**src/rtl/add_op.sv**
```systemverilog
// Single-precision floating-point adder with one register stage on the outputs.
// Denormals flush to zero; rounding is round-to-nearest-even on guard/round/sticky.
module add_op (
    input  logic        clk,
    input  logic        rst,
    input  logic        in_valid,
    input  logic [31:0] para1,
    input  logic [31:0] para2,
    output logic [31:0] out,
    output logic        out_valid,
    output logic        under_overflow
);

    localparam logic [31:0] QNAN = 32'h7FC0_0000;

    logic [31:0]        out_q, out_d;
    logic               vld_q, vld_d;
    logic               uf_q, uf_d;

    logic [31:0]        res;
    logic               res_flag;

    logic               sa, sb, sl, ss;
    logic [7:0]         ea, eb, el, es, ediff;
    logic [22:0]        fa, fb;
    logic [23:0]        ml, ms;
    logic               a_nan, b_nan, a_inf, b_inf, a_zero, b_zero, a_big;
    logic [49:0]        sh_ext;
    logic [26:0]        big27, small27, diff27, norm27;
    logic [27:0]        sum28;
    logic [4:0]         lz;
    logic signed [9:0]  exp_n, exp_f;
    logic [24:0]        rnd;
    logic [22:0]        frac_f;

    function automatic logic [4:0] lzc27(input logic [26:0] v);
        logic [4:0] n;
        n = 5'd27;
        for (int i = 0; i < 27; i++) begin
            if (v[i]) n = 5'(26 - i);
        end
        return n;
    endfunction

    // v = {mantissa[23:0], guard, round, sticky}; bit 24 of the result is the carry-out.
    function automatic logic [24:0] round_rne(input logic [26:0] v);
        logic up;
        up = v[2] & (v[1] | v[0] | v[3]);
        return {1'b0, v[26:3]} + {24'd0, up};
    endfunction

    // Returns {flag, word}: saturates to infinity or flushes to zero when out of range.
    function automatic logic [32:0] pack_finite(input logic sign,
                                                input logic signed [9:0] e,
                                                input logic [22:0] frac);
        if (e >= 10'sd255)
            return {1'b1, sign, 8'hFF, 23'd0};
        else if (e <= 10'sd0)
            return {1'b1, sign, 31'd0};
        else
            return {1'b0, sign, e[7:0], frac};
    endfunction

    always_comb begin
        sa     = para1[31];
        ea     = para1[30:23];
        fa     = para1[22:0];
        sb     = para2[31];
        eb     = para2[30:23];
        fb     = para2[22:0];
        a_nan  = (ea == 8'hFF) && (fa != 23'd0);
        b_nan  = (eb == 8'hFF) && (fb != 23'd0);
        a_inf  = (ea == 8'hFF) && (fa == 23'd0);
        b_inf  = (eb == 8'hFF) && (fb == 23'd0);
        a_zero = (ea == 8'd0);
        b_zero = (eb == 8'd0);

        // Order by magnitude so the datapath only ever subtracts smaller from larger.
        a_big = {ea, fa} >= {eb, fb};
        if (a_big) begin
            sl = sa; el = ea; ml = {|ea, fa};
            ss = sb; es = eb; ms = {|eb, fb};
        end else begin
            sl = sb; el = eb; ml = {|eb, fb};
            ss = sa; es = ea; ms = {|ea, fa};
        end

        ediff   = el - es;
        big27   = {ml, 3'b000};
        sh_ext  = {ms, 26'd0} >> ediff;
        small27 = (ediff >= 8'd26) ? 27'd1 : {sh_ext[49:24], |sh_ext[23:0]};

        sum28  = {1'b0, big27} + {1'b0, small27};
        diff27 = big27 - small27;
        lz     = lzc27(diff27);
        exp_n  = signed'({2'b00, el});

        if (sl == ss) begin
            if (sum28[27]) begin
                norm27 = {sum28[27:2], sum28[1] | sum28[0]};
                exp_n  = exp_n + 10'sd1;
            end else begin
                norm27 = sum28[26:0];
            end
        end else begin
            norm27 = diff27 << lz;
            exp_n  = exp_n - signed'({5'b00000, lz});
        end

        rnd = round_rne(norm27);
        if (rnd[24]) begin
            frac_f = rnd[23:1];
            exp_f  = exp_n + 10'sd1;
        end else begin
            frac_f = rnd[22:0];
            exp_f  = exp_n;
        end

        {res_flag, res} = pack_finite(sl, exp_f, frac_f);

        if (a_nan || b_nan || (a_inf && b_inf && (sa != sb))) begin
            res = QNAN;         res_flag = 1'b0;
        end else if (a_inf) begin
            res = para1;        res_flag = 1'b0;
        end else if (b_inf) begin
            res = para2;        res_flag = 1'b0;
        end else if (a_zero && b_zero) begin
            res = {sa & sb, 31'd0}; res_flag = 1'b0;
        end else if (a_zero) begin
            res = para2;        res_flag = 1'b0;
        end else if (b_zero) begin
            res = para1;        res_flag = 1'b0;
        end else if ((sl != ss) && (diff27 == 27'd0)) begin
            res = 32'd0;        res_flag = 1'b0;
        end
    end

    always_comb begin
        out_d = out_q;
        uf_d  = uf_q;
        vld_d = 1'b0;
        if (in_valid) begin
            out_d = res;
            uf_d  = res_flag;
            vld_d = 1'b1;
        end
    end

    // output register stage
    always_ff @(posedge clk or negedge rst) begin
        if (!rst) begin
            out_q <= 32'd0;
            vld_q <= 1'b0;
            uf_q  <= 1'b0;
        end else begin
            out_q <= out_d;
            vld_q <= vld_d;
            uf_q  <= uf_d;
        end
    end

    assign out            = out_q;
    assign out_valid      = vld_q;
    assign under_overflow = uf_q;

endmodule

```
**config.mk**
```make
export PLATFORM = sky130hd
export DESIGN_NAME = add_op
export DESIGN_NICKNAME = d
export VERILOG_FILES = /design/src/rtl/add_op.sv
export SDC_FILE = /design/constraint.sdc
export NUM_CORES = 1
export LEC_CHECK = 0
export BUFFER_PORTS_ARGS = -buffer_cell sky130_fd_sc_hd__buf_2
export CORE_UTILIZATION = 45
export CTS_BUF_LIST = sky130_fd_sc_hd__clkbuf_8
export CTS_CLUSTER_DIAMETER = 30
export DETAILED_ROUTE_END_ITERATION = 7
export SKIP_CTS_REPAIR_TIMING = 1
export SLEW_MARGIN = 20
export SYNTH_ARGS = -nofsm -noshare
export SYNTH_HDL_FRONTEND = slang
export SYNTH_SLANG_ARGS = --single-unit
export TNS_END_PERCENT = 1
```
**constraint.sdc**
```tcl
create_clock -name clk -period 2.2 [get_ports clk]
set_input_delay 0.44 -clock clk [delete_from_list [all_inputs] [get_ports clk]]
set_output_delay 0.44 -clock clk [all_outputs]
set_load 0.05 [all_outputs]
```
Yosys cells after proc, flatten, opt, wreduce, memory -nomap -nowiden

Index checks and enable logic that the tools add are counted.

Register bits: 34
Input port bits: 67
Output and inout port bits: 34
Word-level logic and storage cells: 103

$add $sub $neg: 7
Order comparisons: 4
Equality and inequality tests: 5
Shift-type cells: 2
Muxes and demuxes: 57
Bitwise logic cells: 5
Reductions and logical operators: 20

Operator list:

| cell                                                                                 | count |
|---|---|
| 32-bit 2-to-1 mux                                                                    | 7 |
| 5-bit 2-to-1 mux                                                                     | 26 |
| 27-bit 2-to-1 mux                                                                    | 3 |
| 33-bit 2-to-1 mux                                                                    | 2 |
| 50-bit by 8-bit right shift with 50-bit output                                       | 1 |
| 24-bit 2-to-1 mux                                                                    | 2 |
| 23-bit logical NOT                                                                   | 2 |
| 23-bit nonzero test                                                                  | 2 |
| 31-bit greater-or-equal comparator                                                   | 1 |
| 27-bit by 27-bit adder with 28-bit output                                            | 1 |
| 27-bit logical NOT                                                                   | 1 |
| 27-bit by 5-bit left shift with 27-bit output                                        | 1 |
| 27-bit subtractor                                                                    | 1 |
| 24-bit by 1-bit adder with 25-bit output                                             | 1 |
| 24-bit OR reduction                                                                  | 1 |
| 23-bit 2-to-1 mux                                                                    | 1 |
| 10-bit 2-to-1 mux                                                                    | 2 |
| 8-bit equality test, second input constant                                           | 2 |
| 8-bit logical NOT                                                                    | 2 |
| 8-bit 2-to-1 mux                                                                     | 2 |
| 8-bit OR reduction                                                                   | 2 |
| 1-bit 2-to-1 mux                                                                     | 11 |
| 10-bit by 2-bit adder with 10-bit output, second input constant                      | 1 |
| 10-bit by 9-bit greater-or-equal comparator with 1-bit output, second input constant | 1 |
| 12 further kinds                                                                     | 24 |

Depth between registers and ports, before layout

Gate-level depths: netlist of the first run.

Word-level depth: 51
Mapped depth: 68
Mapped depth without buffers: 55

Worst setup path before layout of the first run

Ideal clock, no wire load.

Kind: in2reg
Start point: input port para2[26]
End point: register out_q[10], in the netlist out[10]
Library setup time: 126 ps
Data arrival time: 13,285 ps
Path slack: -11,211 ps
Cell stages on the path: 65
Path buffers: 16
Path through: inv_1 ha_1 buf_4 nand4_4 nor4_4 nand4_1 and4_1 buf_4 buf_6 nand2_1 buf_2 buf_2 buf_2 buf_1 buf_1 mux2i_1 ha_1 clkbuf_1 [... 29 more ...] ha_1 inv_1 fa_1 xnor2_1 nand2_1 o31ai_1 nor3_1 nand2_1 or2_2 nand2b_1 nor3_1 xnor2_1 o21a_1 o31ai_1 nor3_2 o21ai_2 nor2_1 a221o_1

Word-level cells in the longest chain between the ends: 51
Elaborated cells on any way between the ends: 81
Those cells by class: add/sub: 7; order compare: 4; eq/ne: 3; shift: 2; mux: 49; bitwise: 4; reduce/logical: 12

RTL lines:

| item                                           | line | source |
|---|---|---|
| start, declared                                | 8    | `input logic [31:0] para2,` |
| 31-bit greater-or-equal comparator             | 79   | `a_big = {ea, fa} >= {eb, fb};` |
| 8-bit 2-to-1 mux                               | 80   | `if (a_big) begin` |
| 8-bit subtractor                               | 88   | `ediff = el - es;` |
| 50-bit by 8-bit right shift with 50-bit output | 90   | `sh_ext = {ms, 26'd0} >> ediff;` |
| 24-bit OR reduction                            | 91   | `small27 = (ediff >= 8'd26) ? 27'd1 : {sh_ext[49:24], \|sh_ext[23:0]};` |
| 27-bit 2-to-1 mux                              | 91   |  |
| 27-bit subtractor                              | 94   | `diff27 = big27 - small27;` |
| 1-bit 2-to-1 mux                               | 40   | `if (v[i]) n = 5'(26 - i);` |
| [... 35 more ...]                              | --   |  |
| 33-bit 2-to-1 mux                              | 56   | `if (e >= 10'sd255)` |
| 32-bit 2-to-1 mux                              | 133  | `end else if ((sl != ss) && (diff27 == 27'd0)) begin` |
| 32-bit 2-to-1 mux                              | 131  | `end else if (b_zero) begin` |
| 32-bit 2-to-1 mux                              | 129  | `end else if (a_zero) begin` |
| 32-bit 2-to-1 mux                              | 127  | `end else if (a_zero && b_zero) begin` |
| 32-bit 2-to-1 mux                              | 125  | `end else if (b_inf) begin` |
| 32-bit 2-to-1 mux                              | 123  | `end else if (a_inf) begin` |
| 32-bit 2-to-1 mux *                            | 121  | `if (a_nan \|\| b_nan \|\| (a_inf && b_inf && (sa != sb))) begin` |
| end signal, assigned                           | 156  | `out_q <= out_d;` |
| end, declared                                  | 16   | `logic [31:0] out_q, out_d;` |

Every way passes the cells marked *; elsewhere a longest branch is shown, timed or not.
A chain may end at the register's enable or synchronous reset.

Worst setup path after layout of the first run

Start point: input port para2[28]
End point: register out_q[22], in the netlist out[22]

Same word-level chain as after synthesis.

==> reports/results.txt, run 1 <==
reg2reg path depth: 1
CTS Buf Count: 5
fin util: 72.27%
Sink Count: 34
hold_ws: 234.9 ps
initial antenna violation count: 0
nets@finish: 3150
worst hold-check path type: primary input to async pin
Setup violations, final: 33
reg2reg setup slack: 1280 ps
Worst Setup End Kind: register
Worst Path Required: 2420 ps
Critical Path Sink: out[22]
Tcrit/Tclk final: 478.5%
worst-skew pair later-pin latency: 290 ps
drt first-iter violations: 3569
Layout Skew: 0 ps
RR Endpoint: out[18]
drt pass-1 iters: 6
core footprint: 31800 sq um
most instantiated cells after synthesis: nand2_1 (213), nor2_1 (177), a21oi_1 (165), o21ai_0 (144), inv_1 (99)
Via Count: 22730
Initial Util: 46.07%
Fmax: 95.00 MHz
Avg Inst Size Synth: 6.846 sq um
post-synthesis sequential area ratio: 5.807%
number of synthesized flops with an enable pin: 0
Filler cells: 2583
WL/cell: 24.38 um
Period minus WS final: 10530 ps
RSZ-0062 raised after global routing: true
Critical R2R Launch: out[18]
Setup WS post-layout: -8326 ps
max_cap viols: 0
Main synth FF type: dfrtp_1
Critical Path Most Common Cell: buf_4
most common cell in the netlist: nand2_1
number of synthesized register bits: 34
Worst-Margin Slew: 862.7 ps
DIE AREA: 33280 sq um
gp weighted congestion: 1.106
DRC: 0
peak supply drop: 0.001190 V
final setup TNS: -268500 ps
critical path class: primary input to register
clk slew on worst S/H paths: 70 ps
DRT antenna net count: 0
P_leak: 10.58 nW
post-DP HPWL: 66720 um
Worst Path Arrival: 10750 ps
failing checks: setup timing
Mapped Nets: 2301
Port Buf Inserts: 100
Yosys cell types: 119
Worst path slowest cell: a2111oi_4
clock buffer depth: 2
Post-Place Worst Slack: -8910 ps
Async S/R FF share, synth: 100.0%
Post-Route WL: 83540 um
Critical path buffers and inverters: 12
H-tree Lvls: 2
CTS tree: yes
I/O pin cnt: 101
CTS Root Cell: clkbuf_8
Area contributors post-synth: ha_1 (7.9%), dfrtp_1 (5.8%), a21oi_1 (5.6%)
Final Max Tran Viols: 0
Synth top area share: 7.857%
Worst path depth: 62
Fin. Hold Viols: 0
Yosys top cell by area: ha_1
Non-Filler Instances: 3426
outcome: finished, violations left
Synth warnings: 0
first-pass GRT wire length: 122300 um
P per Cell Area: 804.6 nW/um^2
vias in the first global route: 21260
slew margin rel.: 41.00%
layout cells sized above 1: 41.54%
Startpoint Class: primary input
row count: 65
area delta synth->final: 56.86%
crit path max fanout: 5
Global Route Usage Sum: 47.29%
cell count after synthesis: 2140
largest net degree at the start of global routing: 77
Vias/cell: 6.633
crit-path max cell delay: 390 ps
Critical Path Source: para2[28]
dpl cells: 3373
Post-Syn Area: 14650 sq um
grt ovf: 0
DIE HEIGHT: 182.4 um
Die X: 182.4 um
kind of cell adding the most delay to the critical path: compound AO/OA/AOI/OAI gates
## routing by layer
metal	GRT usage (%)	share of wire (%)	routed length, um	up-vias
li1	-	-	-	9881
met1	59.58	38	31450	10580
met2	72.35	42	34980	1811
met3	11.36	12	10360	456
met4	29.75	8.1	6749	0
met5	0	0	0	-
## cells in the final DEF, fill, tap and decap left out, types with 14 or more instances in the layout
| master | n |
|---|---|
| buf_4 | 855 |
| nand2_1 | 206 |
| nor2_1 | 169 |
| a21oi_1 | 151 |
| o21ai_0 | 129 |
| buf_2 | 98 |
| inv_1 | 96 |
| ha_1 | 80 |
| nand3_1 | 77 |
| nor3_1 | 55 |
| xnor2_1 | 52 |
| mux2i_1 | 38 |
| a211oi_1 | 37 |
| a21o_1 | 37 |
| dfrtp_1 | 34 |
| nand4_1 | 33 |
| o211ai_1 | 33 |
| nand2b_1 | 31 |
| o22ai_1 | 28 |
| o21ai_1 | 26 |
| nor4_1 | 26 |
| and3_1 | 23 |
| and2_1 | 22 |
| nor2b_1 | 21 |
| mux4_2 | 21 |
| o21a_1 | 21 |
| a22oi_1 | 21 |
| o31ai_1 | 19 |
| or2_2 | 19 |
| o221ai_1 | 16 |
| a31oi_1 | 16 |
| a21oi_2 | 15 |
| or3_1 | 15 |
| mux2_2 | 15 |
| buf_6 | 15 |
| a211o_1 | 14 |
| a221o_1 | 14 |
## registers in the layout (all words and copies together), names as in the netlist
signal / flops
out_valid: 1
under_overflow: 1
out: 32
## how the worst min path moves through the flow
| stage | end | cells after the start | slack [ps] | from |
|---|---|---|---|---|
| 2_1_floorplan | out[0] | 0 | 140 | rst |
| 3_3_place_gp | out[31] | 1 | 500 | out[31] |
| 3_5_place_dp | out[15] | 2 | 500 | out[15] |
| 4_1_cts | out[7] | 1 | 250 | rst |
| 5_1_grt | out[12] | 1 | 280 | rst |
| 6_report | under_overflow | 1 | 230 | rst |
## kinds of logic (layout without fill, tap and decap cells)
kind of cell	count (synthesis)	after routing	share of synthesized area (%)
compound gates	809	809	39.06
other cells	0	1	0
mux	76	76	7.123
simple gates	813	813	28.46
fa+ha+maj	94	94	8.130
xor+xnor	72	72	4.398
buf+inv	242	1092	7.029
flops	34	34	5.808
## per-stage QoR
| stage | instance area [sq um] | power, W |
|---|---|---|
| 2_1_floorplan | 14910 | 0.008994 |
| 3_3_place_gp | 21580 | 0.01583 |
| 3_5_place_dp | 21580 | 0.01605 |
| 4_1_cts | 21730 | 0.01686 |
| 5_1_grt | 22980 | 0.01917 |
| 6_report | 22980 | 0.01849 |
## power breakdown
group / internal [W] / switching, W / total, W
registers: 0.000845 / 0.000241 / 0.00109
clock network: 0.000484 / 0.000255 / 0.000739
logic: 0.00724 / 0.00942 / 0.0167
## final cells by class
cell class	count	area, sq um	area share (%)
antenna	1	2.502	0.01089
tap	435	544.3	2.368
inverter	107	414.1	1.802
multi-input combinational	1864	13760	59.86
timing repair buffer	977	7271	31.64
clock buffer	6	82.58	0.3593
sequential	34	850.8	3.702
clock inverter	2	60.06	0.2613
Power figures use the tool's default switching activity.
==> inputs of run 2 (changes only) <==
==> constraint.sdc (replaced) <==
create_clock -name clk -period 13.6 [get_ports clk]
set_input_delay 2.72 -clock clk [delete_from_list [all_inputs] [get_ports clk]]
set_output_delay 2.72 -clock clk [all_outputs]
set_load 0.05 [all_outputs]
==> reports/results.txt, run 2 (synthesis gave the netlist of run 1 again) <==
outcome: completed (was finished, violations left)
reg2reg setup slack: 12690 ps (was 1280 ps)
Worst Path Arrival: 13340 ps (was 10750 ps)
reg2reg path depth: 1 (unchanged)
largest net degree at the start of global routing: 74 (was 77)
CTS Buf Count: 5 (unchanged)
DRT met1 WL: 29930 um (was 31450 um)
gp weighted congestion: 1.084 (was 1.106)
Via Count: 19400 (was 22730)
clock buffer depth: 2 (unchanged)
Fin. Hold Viols: 0 (unchanged)
vias in the first global route: 18230 (was 21260)
fin util: 54.22% (was 72.27%)
I/O pin cnt: 101 (unchanged)
H-tree Lvls: 2 (unchanged)
Sink Count: 34 (unchanged)
row count: 65 (unchanged)
critical path class: primary input to register (unchanged)
peak supply drop: 0.0001297 V (was 0.001190 V)
DR top layer: met4 (unchanged)
Post-Route WL: 74600 um (was 83540 um)
DIE HEIGHT: 182.4 um (unchanged)
grt ovf: 0 (unchanged)
commonest non-fill, non-tap cells in the layout: nand2_1 (212), buf_4 (201), nor2_1 (174), a21oi_1 (154), o21ai_0 (135) (was buf_4 (855), nand2_1 (206), nor2_1 (169), a21oi_1 (151), o21ai_0 (129))
worst-skew pair later-pin latency: 280 ps (was 290 ps)
CTS Root Cell: clkbuf_8 (unchanged)
Tcrit/Tclk final: 96.83%
final instance area: 17240 sq um (was 22980 sq um)
Final Max Tran Viols: 0 (unchanged)
Period minus WS final: 13170 ps
DIE AREA: 33280 sq um (unchanged)
Worst-Margin Slew: 1213 ps (was 862.7 ps)
WL/cell: 27.08 um (was 24.38 um)
Vias/cell: 7.043 (was 6.633)
ant diodes: 0 (was 1)
flip-flop and latch area: 850.8 sq um (unchanged)
Setup violations, final: 0 (was 33)
area delta synth->final: 17.70% (was 56.86%)
Setup WS post-layout: 431.6 ps (was -8326 ps)
Die X: 182.4 um (unchanged)
Filler cells: 3202 (was 2583)
Startpoint Class: primary input (unchanged)
nets@finish: 2481 (was 3150)
commonest non-fill, non-tap cell in the layout: nand2_1 (was buf_4)
Fmax: 75.94 MHz
initial antenna violation count: 0 (unchanged)
layout cells sized above 1: 21.94% (was 41.54%)
Worst Setup End Kind: register (unchanged)
DRC: 0 (unchanged)
Critical R2R Launch: out[4] (was out[18])
WL met2: 32060 um (was 34980 um)
drt first-iter violations: 2865 (was 3569)
Post-Place Worst Slack: -261.5 ps (was -8910 ps)
max_cap viols: 0 (unchanged)
RR Endpoint: out[4] (was out[18])
P per Cell Area: 136.1 nW/um^2 (was 804.6 nW/um^2)
Global Route Usage Sum: 43.51% (was 47.29%)
DRT antenna net count: 0 (unchanged)
Critical Path Most Common Cell: a21o_1 (was buf_4)
first-pass GRT wire length: 111200 um (was 122300 um)
Worst Path Required: 13770 ps (was 2420 ps)
post-DP HPWL: 59880 um (was 66720 um)
crit-path max cell delay: 600 ps (was 390 ps)
Hold Startpoint: out[21]
P_leak: 7.152 nW (was 10.58 nW)
hold_ws: 538.3 ps (was 234.9 ps)
CTS tree: yes (unchanged)
worst hold stages: 1
drt pass-1 iters: 6 (unchanged)
Area after DPL: 16830 sq um (was 21580 sq um)
Multi-input gate area: 13210 sq um (was 13760 sq um)
max FFs per register: 32 (unchanged)
core footprint: 31800 sq um (unchanged)
crit path max fanout: 9 (was 5)
clk slew on worst S/H paths: 70 ps (about the same)
worst hold-check path type: register to register (was primary input to async pin)
Worst path slowest cell: mux4_2 (was a2111oi_4)
Initial Util: 46.07% (unchanged)
Layout Skew: 0 ps (unchanged)
wire length on met3: 8948 um (was 10360 um)
Hold EP: out[21]
Port Buf Inserts: 100 (unchanged)
slew margin rel.: 18.31% (was 41.00%)
-- run 2: cell count changes in the layout (fill, tap and decap cells not counted), moves of 6 or more --
cell     before  now
nand2_1     206  212
buf_6        15    3
nor3_1       55   61
nor3_2        8    2
buf_4       855  201
o21ai_0     129  135
-- run 2: through the flow --
step | setup TNS [ps] | cells | total power (W)
3_3_place_gp | -1412 | 2743 | 0.002123
3_5_place_dp | -3610 | 2743 | 0.002122
4_1_cts | -12.26 | 2750 | 0.002229
6_report | 0 | 2755 | 0.002348
5_1_grt | -2.334 | 2755 | 0.002449
2_1_floorplan | -7412 | 2140 | 0.001455
-- run 2: worst max-delay path, delay by kind of cell --
| family | cells | cell delay, ps |
|---|---|---|
| XOR/XNOR | 1 | 170 |
| multiplexers | 3 | 850 |
| buffers and inverters | 4 | 390 |
| adder cells (fa/ha/maj) | 5 | 1350 |
| AO/OA/AOI/OAI | 27 | 5250 |
| AND/OR/NAND/NOR | 15 | 2550 |
-- run 2: how the worst max path moves through the flow --
| stage | to | startpoint | slack (ps) |
|---|---|---|---|
| after detailed placement | out[4] | para2[29] | -260 |
| after global routing | out[4] | para2[28] | -2 |
| after floorplan | out[4] | para2[28] | -510 |
| after CTS | out[4] | para2[29] | -10 |
| final | out[4] | para2[28] | 430 |
| after global placement | out[24] | para2[28] | -160 |
-- run 2: area by class of cell --
cell class / instances / share of cell area, %
repair buffers: 308 / 12.29
flip-flops and latches: 34 / 4.934
well taps: 435 / 3.157
inverters: 107 / 2.358
clock buffers: 6 / 0.4789
clock inverters: 1 / 0.1742
multi-input cells: 1864 / 76.61
-- run 2: power by group --
group          internal [W]  switching [W]
Clock             0.0000587      0.0000386
Combinational      0.000729        0.00135
Sequential         0.000137      0.0000379
-- run 2: per-layer routing --
layer  track usage (%)  up-vias
met5                 0        -
li1                  -     8544
met4             18.12        0
met2             68.41     1439
met1             57.41     9137
met3             9.319      284
